$ cat src/rtl/pr_bridge_multi.sv
// pr_bridge_multi: CPU-to-device bridge with address decode, wait states, bus timeout and error response.
// Define BRIDGE_ERR_LOG_EN to add ErrAddr/ErrCnt error logging.
module pr_bridge_multi #(
  parameter int                    NUM_DEV  = 4,
  parameter logic [NUM_DEV*32-1:0] DEV_BASE = {32'h7f30, 32'h7f20, 32'h7f10, 32'h7f00},
  parameter logic [31:0]           DEV_MASK = 32'hffff_fff0,
  parameter int                    TIMEOUT  = 16
) (
  input  logic                  clk,
  input  logic                  reset,
  input  logic                  PrReq,
  input  logic                  PrWe,
  input  logic [3:0]            PrBE,
  input  logic [31:0]           PrAddr,
  input  logic [31:0]           PrWD,
  output logic [31:0]           PrRD,
  output logic                  PrReady,
  output logic                  PrErr,
  output logic [29:0]           DEV_Addr,
  output logic [31:0]           DEV_WD,
  output logic [3:0]            DEV_BE,
  output logic [NUM_DEV-1:0]    DEV_WE,
  output logic [NUM_DEV-1:0]    DEV_RE,
  input  logic [NUM_DEV-1:0]    DEV_Ready,
  input  logic [NUM_DEV*32-1:0] DEV_RD
`ifdef BRIDGE_ERR_LOG_EN
  ,
  output logic [31:0]           ErrAddr,
  output logic [7:0]            ErrCnt
`endif
);
  typedef enum logic [1:0] {IDLE, ACCESS, RESP} state_t;
  state_t state_q, state_d;
  logic [29:0] addr_q, addr_d;
  logic [31:0] wd_q, wd_d, rdata_q, rdata_d, sel_rd;
  logic [3:0] be_q, be_d;
  logic we_q, we_d, err_q, err_d, sel_rdy;
  logic [NUM_DEV-1:0] sel_q, sel_d, hit;
  logic [7:0] cnt_q, cnt_d;
  // descending scan so the lowest matching index is the one left standing
  always_comb begin
    hit = '0;
    for (int i = NUM_DEV - 1; i >= 0; i--)
      if ((PrAddr & DEV_MASK) == (DEV_BASE[32*i +: 32] & DEV_MASK)) begin
        hit = '0;
        hit[i] = 1'b1;
      end
  end
  always_comb begin
    sel_rd = '0;
    for (int i = 0; i < NUM_DEV; i++) sel_rd |= sel_q[i] ? DEV_RD[32*i +: 32] : 32'h0;
  end
  assign sel_rdy = |(DEV_Ready & sel_q);
  always_comb begin
    state_d = state_q;
    addr_d  = addr_q;
    wd_d    = wd_q;
    be_d    = be_q;
    we_d    = we_q;
    sel_d   = sel_q;
    cnt_d   = cnt_q;
    rdata_d = rdata_q;
    err_d   = err_q;
    case (state_q)
      IDLE: if (PrReq) begin
        addr_d  = PrAddr[31:2];
        wd_d    = PrWD & {{8{PrBE[3]}}, {8{PrBE[2]}}, {8{PrBE[1]}}, {8{PrBE[0]}}};
        be_d    = PrBE;
        we_d    = PrWe;
        sel_d   = hit;
        cnt_d   = '0;
        rdata_d = '0;
        err_d   = ~|hit;
        state_d = |hit ? ACCESS : RESP;
      end
      ACCESS: if (sel_rdy) begin
        rdata_d = we_q ? 32'h0 : sel_rd;
        err_d   = 1'b0;
        state_d = RESP;
      end else if (cnt_q == 8'(TIMEOUT - 1)) begin
        rdata_d = '0;
        err_d   = 1'b1;
        state_d = RESP;
      end else cnt_d = cnt_q + 8'd1;
      default: state_d = IDLE;
    endcase
  end
  always_ff @(posedge clk or negedge reset)
    if (!reset) begin
      state_q <= IDLE;
      addr_q  <= '0;
      wd_q    <= '0;
      be_q    <= '0;
      we_q    <= 1'b0;
      sel_q   <= '0;
      cnt_q   <= '0;
      rdata_q <= '0;
      err_q   <= 1'b0;
    end else begin
      state_q <= state_d;
      addr_q  <= addr_d;
      wd_q    <= wd_d;
      be_q    <= be_d;
      we_q    <= we_d;
      sel_q   <= sel_d;
      cnt_q   <= cnt_d;
      rdata_q <= rdata_d;
      err_q   <= err_d;
    end
  assign PrReady  = state_q == RESP;
  assign PrRD     = PrReady ? rdata_q : 32'h0;
  assign PrErr    = PrReady & err_q;
  assign DEV_Addr = addr_q;
  assign DEV_WD   = wd_q;
  assign DEV_BE   = be_q;
  assign DEV_WE   = (state_q == ACCESS && we_q) ? sel_q : '0;
  assign DEV_RE   = (state_q == ACCESS && !we_q) ? sel_q : '0;
`ifdef BRIDGE_ERR_LOG_EN
  logic [1:0] lo_q;
  logic err_evt;
  assign err_evt = state_q != RESP && state_d == RESP && err_d;
  always_ff @(posedge clk or negedge reset)
    if (!reset) begin
      lo_q    <= '0;
      ErrAddr <= '0;
      ErrCnt  <= '0;
    end else begin
      if (state_q == IDLE && PrReq) lo_q <= PrAddr[1:0];
      if (err_evt) begin
        ErrAddr <= state_q == IDLE ? PrAddr : {addr_q, lo_q};
        ErrCnt  <= ErrCnt == 8'hff ? ErrCnt : ErrCnt + 8'd1;
      end
    end
`endif
endmodule

$ cat config.mk
export PLATFORM = sky130hd
export DESIGN_NAME = pr_bridge_multi
export DESIGN_NICKNAME = d
export VERILOG_FILES = /design/src/rtl/pr_bridge_multi.sv
export SDC_FILE = /design/constraint.sdc
export NUM_CORES = 1
export LEC_CHECK = 0
export CORE_ASPECT_RATIO = 0.9
export CORE_MARGIN = 2
export CORE_UTILIZATION = 41
export DETAILED_ROUTE_END_ITERATION = 16
export GPL_TIMING_DRIVEN = 0
export PLACE_DENSITY = 0.86
export SLEW_MARGIN = 20
export SYNTH_ARGS = -nofsm -noshare
export SYNTH_HDL_FRONTEND = slang
export SYNTH_SLANG_ARGS = --single-unit
$ cat constraint.sdc
create_clock -name clk -period 4.35 [get_ports clk]
set_input_delay 0.6525 -clock clk [delete_from_list [all_inputs] [get_ports clk]]
set_output_delay 0.6525 -clock clk [all_outputs]
set_load 0.03 [all_outputs]
==> impl_metrics.tcl <==
set metrics [dict create \
    cts_hold_buf 0 \
    drive_gt1_share_pct 4.04 \
    crit_family "buffers and inverters" \
    grt_busiest_layer "met2" \
    wl_per_cell_um 19.2 \
    fp.dieArea_um2 14100 \
    status "finished, final reports clean" \
    antenna_cells 0 \
    grt_pass1_wl_um 32300 \
    vias_per_cell 5.33 \
    path_max_fanout 10 \
    synth.most_common_cell "nand2_1" \
    start_kind "flop" \
    h-tree-depth 4 \
    clk_pin_slew_worst_paths_ns 0.06 \
    synth_area_um2 5410 \
    core_um2 12800 \
    ys_seq_area_share_pct 52.8 \
    power_frac_seq_pct 35.5 \
    cts.sinks 114 \
    synth_seq_cells 114 \
    routed_wl_um 21200 \
    syn_inst 603 \
    met1_usage_pct 34.3 \
    max_stage_delay_ns 0.72 \
    min_period_over_period_pct 78.4 \
    p_sw_mw 0.887 \
    vias 5894 \
    fin_crit_ns 3.41 \
    io_pins 312 \
    cts_buffer_depth 2 \
    ctsResizeCount 0 \
    required_ns 3.70 \
    dr.pass1.iters 6 \
    stdcell_count 1105 \
    num_rows 39 \
    grt_max_degree 80 \
    worstSetupPathType "flop to primary output" \
    port_buffers 305 \
    critical_path_buf_inv_count 2 \
    vdd.ir_drop.worst_mv 0.431 \
    antenna_found_initial 0 \
    final_nets 1133 \
    grt_pass1_vias 5933 \
    relSlewSlack_pct 45.9 \
    finalHoldViolations 0 \
    comb_power_share_pct 19.9 \
    die_w_um 125 \
    ys.warnings.count 0 \
    synth_commonest_cells "211 x nand2_1, 114 x dfrtp_1, 42 x clkbuf_1, 38 x and2_1, 37 x nand3_1" \
    drc_errors 0 \
    r2r_cells 5 \
    grt_setup_unrepaired "no" \
    grtUsageMet3_pct 9.27 \
    avgSynthCellArea_um2 8.97 \
    gr-usage-met2_pct 52.1 \
    drtAntennaViolNets 0 \
    synth_area_leaders "dfrtp_1 53%, nand2_1 15%, a221oi_1 5.2%, a22o_1 5.2%, and2_1 4.4%" \
    syn-num-nets 808 \
    yosys.area.top_type "dfrtp_1" \
    area_growth_pct 72.6 \
    synthFlopType "dfrtp_1" \
    path_depth 4 \
    yosysTopAreaCellShare_pct 52.8 \
    dp.cells 1073 \
    maxSlewViolCount 0 \
    grt_overflow 0 \
    final_cell_area_um2 9330 \
    async_flop_share_pct 100 \
    yosys.cell_types.count 34 \
    cts_root_buf "clkbuf_16" \
    routabilityCongestion 0.902 \
    power_density_nw_per_um2 357 \
    dpl_cell_area_um2 8690 \
    dieHeight_um 113 \
    p_int_mw 2.45 \
    maxCapViolCount 0 \
    cts_setup_buffers 0 \
    hold_path_class "primary input to asynchronous set/reset pin" \
    max_freq_mhz 293 \
    start_util_pct 42.3 \
    dp_hpwl_um 15900 \
    critPathArrivalTime_ns 2.76 \
    setup_viol 0 \
    utilization_pct 73.0 \
    synth_edf_count 0 \
    drt-initial-drc-count 492 \
    tightest_slew_ns 0.809 \
    cts_made_buffers 17 \
    p_sw_share_pct 26.6 \
    cts_tree "yes" \
    worst_clock_skew_ns 0.0114 \
    crit_path_top_delay_cell "clkdlybuf4s50_1" \
    clkPwrFrac_pct 44.6 \
    clk_latency_ns 0.41 \
    grt.total_usage_pct 29.5 \
    worstPathCellList "nor2b_1 > clkbuf_1 > and2_1 > clkdlybuf4s50_1" \
    cp-end-kind "primary output" \
    p_leak_nw 4.04 \
]
final timing paths:
path | start | end | slack (ns)
max | state_q[0] | PrRD[25] | 0.94
max in group asynchronous | reset | rdata_q[9] | 3.50
min | reset | DEV_Addr[16] | 0.13
max reg2reg | cnt_q[5] | rdata_q[8] | 2.21
min reg2reg | DEV_WD[6] | DEV_WD[6] | 0.46
min in group clk | DEV_WD[6] | DEV_WD[6] | 0.46
metrics by stage:
step                      setup WS (ns)  TNS [ns]  total power [mW]  hold WS [ns]
final                             0.941         0              3.33         0.131
after global routing              0.837         0              3.46         0.148
after CTS                         0.959         0              3.35         0.141
after detailed placement           1.41         0              1.86         0.455
after global placement            -1.76   -199.55              1.84         0.449
after floorplan                    2.26         0              1.44         0.357
layout make-up:
cell class                 instances  area [µm²]
clock inverter                    12         180
inverter                           4        15.0
timing repair buffer             306        3080
multi-input combinational        433        2340
tap                              164         205
fill                             961        3450
clock buffer                      20         457
buffer                            52         200
sequential                       114        2850
kinds of logic after synthesis:
family	share of synthesized area (%)
simple gates	25.4
compound gates	17.1
flops	52.8
buf+inv	3.98
mux	0.555
fa+ha+maj	0.231
flip-flops by register name (all words and copies together) (netlist names):
register / flops
DEV_WD: 32
rdata_q: 32
DEV_Addr: 30
cnt_q: 8
DEV_BE: 4
sel_q: 4
state_q: 2
err_q: 1
we_q: 1
layer usage:
metal	vias up	wire [µm]	share of wire, %
met2	291	10800	51
li1	2764	-	-
met5	-	0	0
met1	2804	8040	38
met3	35	1850	8.7
met4	0	500	2.4
power groups by stage:
stage	Combinational (mW)	Clock (mW)	Sequential [mW]
floorplan	0.104	0	1.34
global placement	0.651	0	1.19
CTS	0.668	1.50	1.18
finish	0.665	1.49	1.18
global route	0.705	1.56	1.19
detailed placement	0.663	0	1.19
cell usage in the layout, fill, tap and decap left out, types with 2 or more instances in the layout:
master           instances
mux2i_1                  3
a22oi_1                  2
clkinvlp_4               2
buf_1                    6
a22o_1                  32
a221oi_1                32
nor4_1                   3
clkdlybuf4s50_1        304
o21ai_0                  4
nor2b_1                  3
dfrtp_1                114
inv_1                    4
and2_1                  38
or4_1                    5
buf_2                    4
clkinv_4                 3
o41ai_1                  5
a21oi_1                  4
nand2_1                211
and3_1                   4
clkbuf_1                43
nand3_1                 37
o31ai_1                  2
o22ai_1                 33
bufinv_16                4
clkinv_2                 2
clkbuf_16               17
clkbuf_8                 2
nor2_1                   3
(Power assumes the default switching activity.)
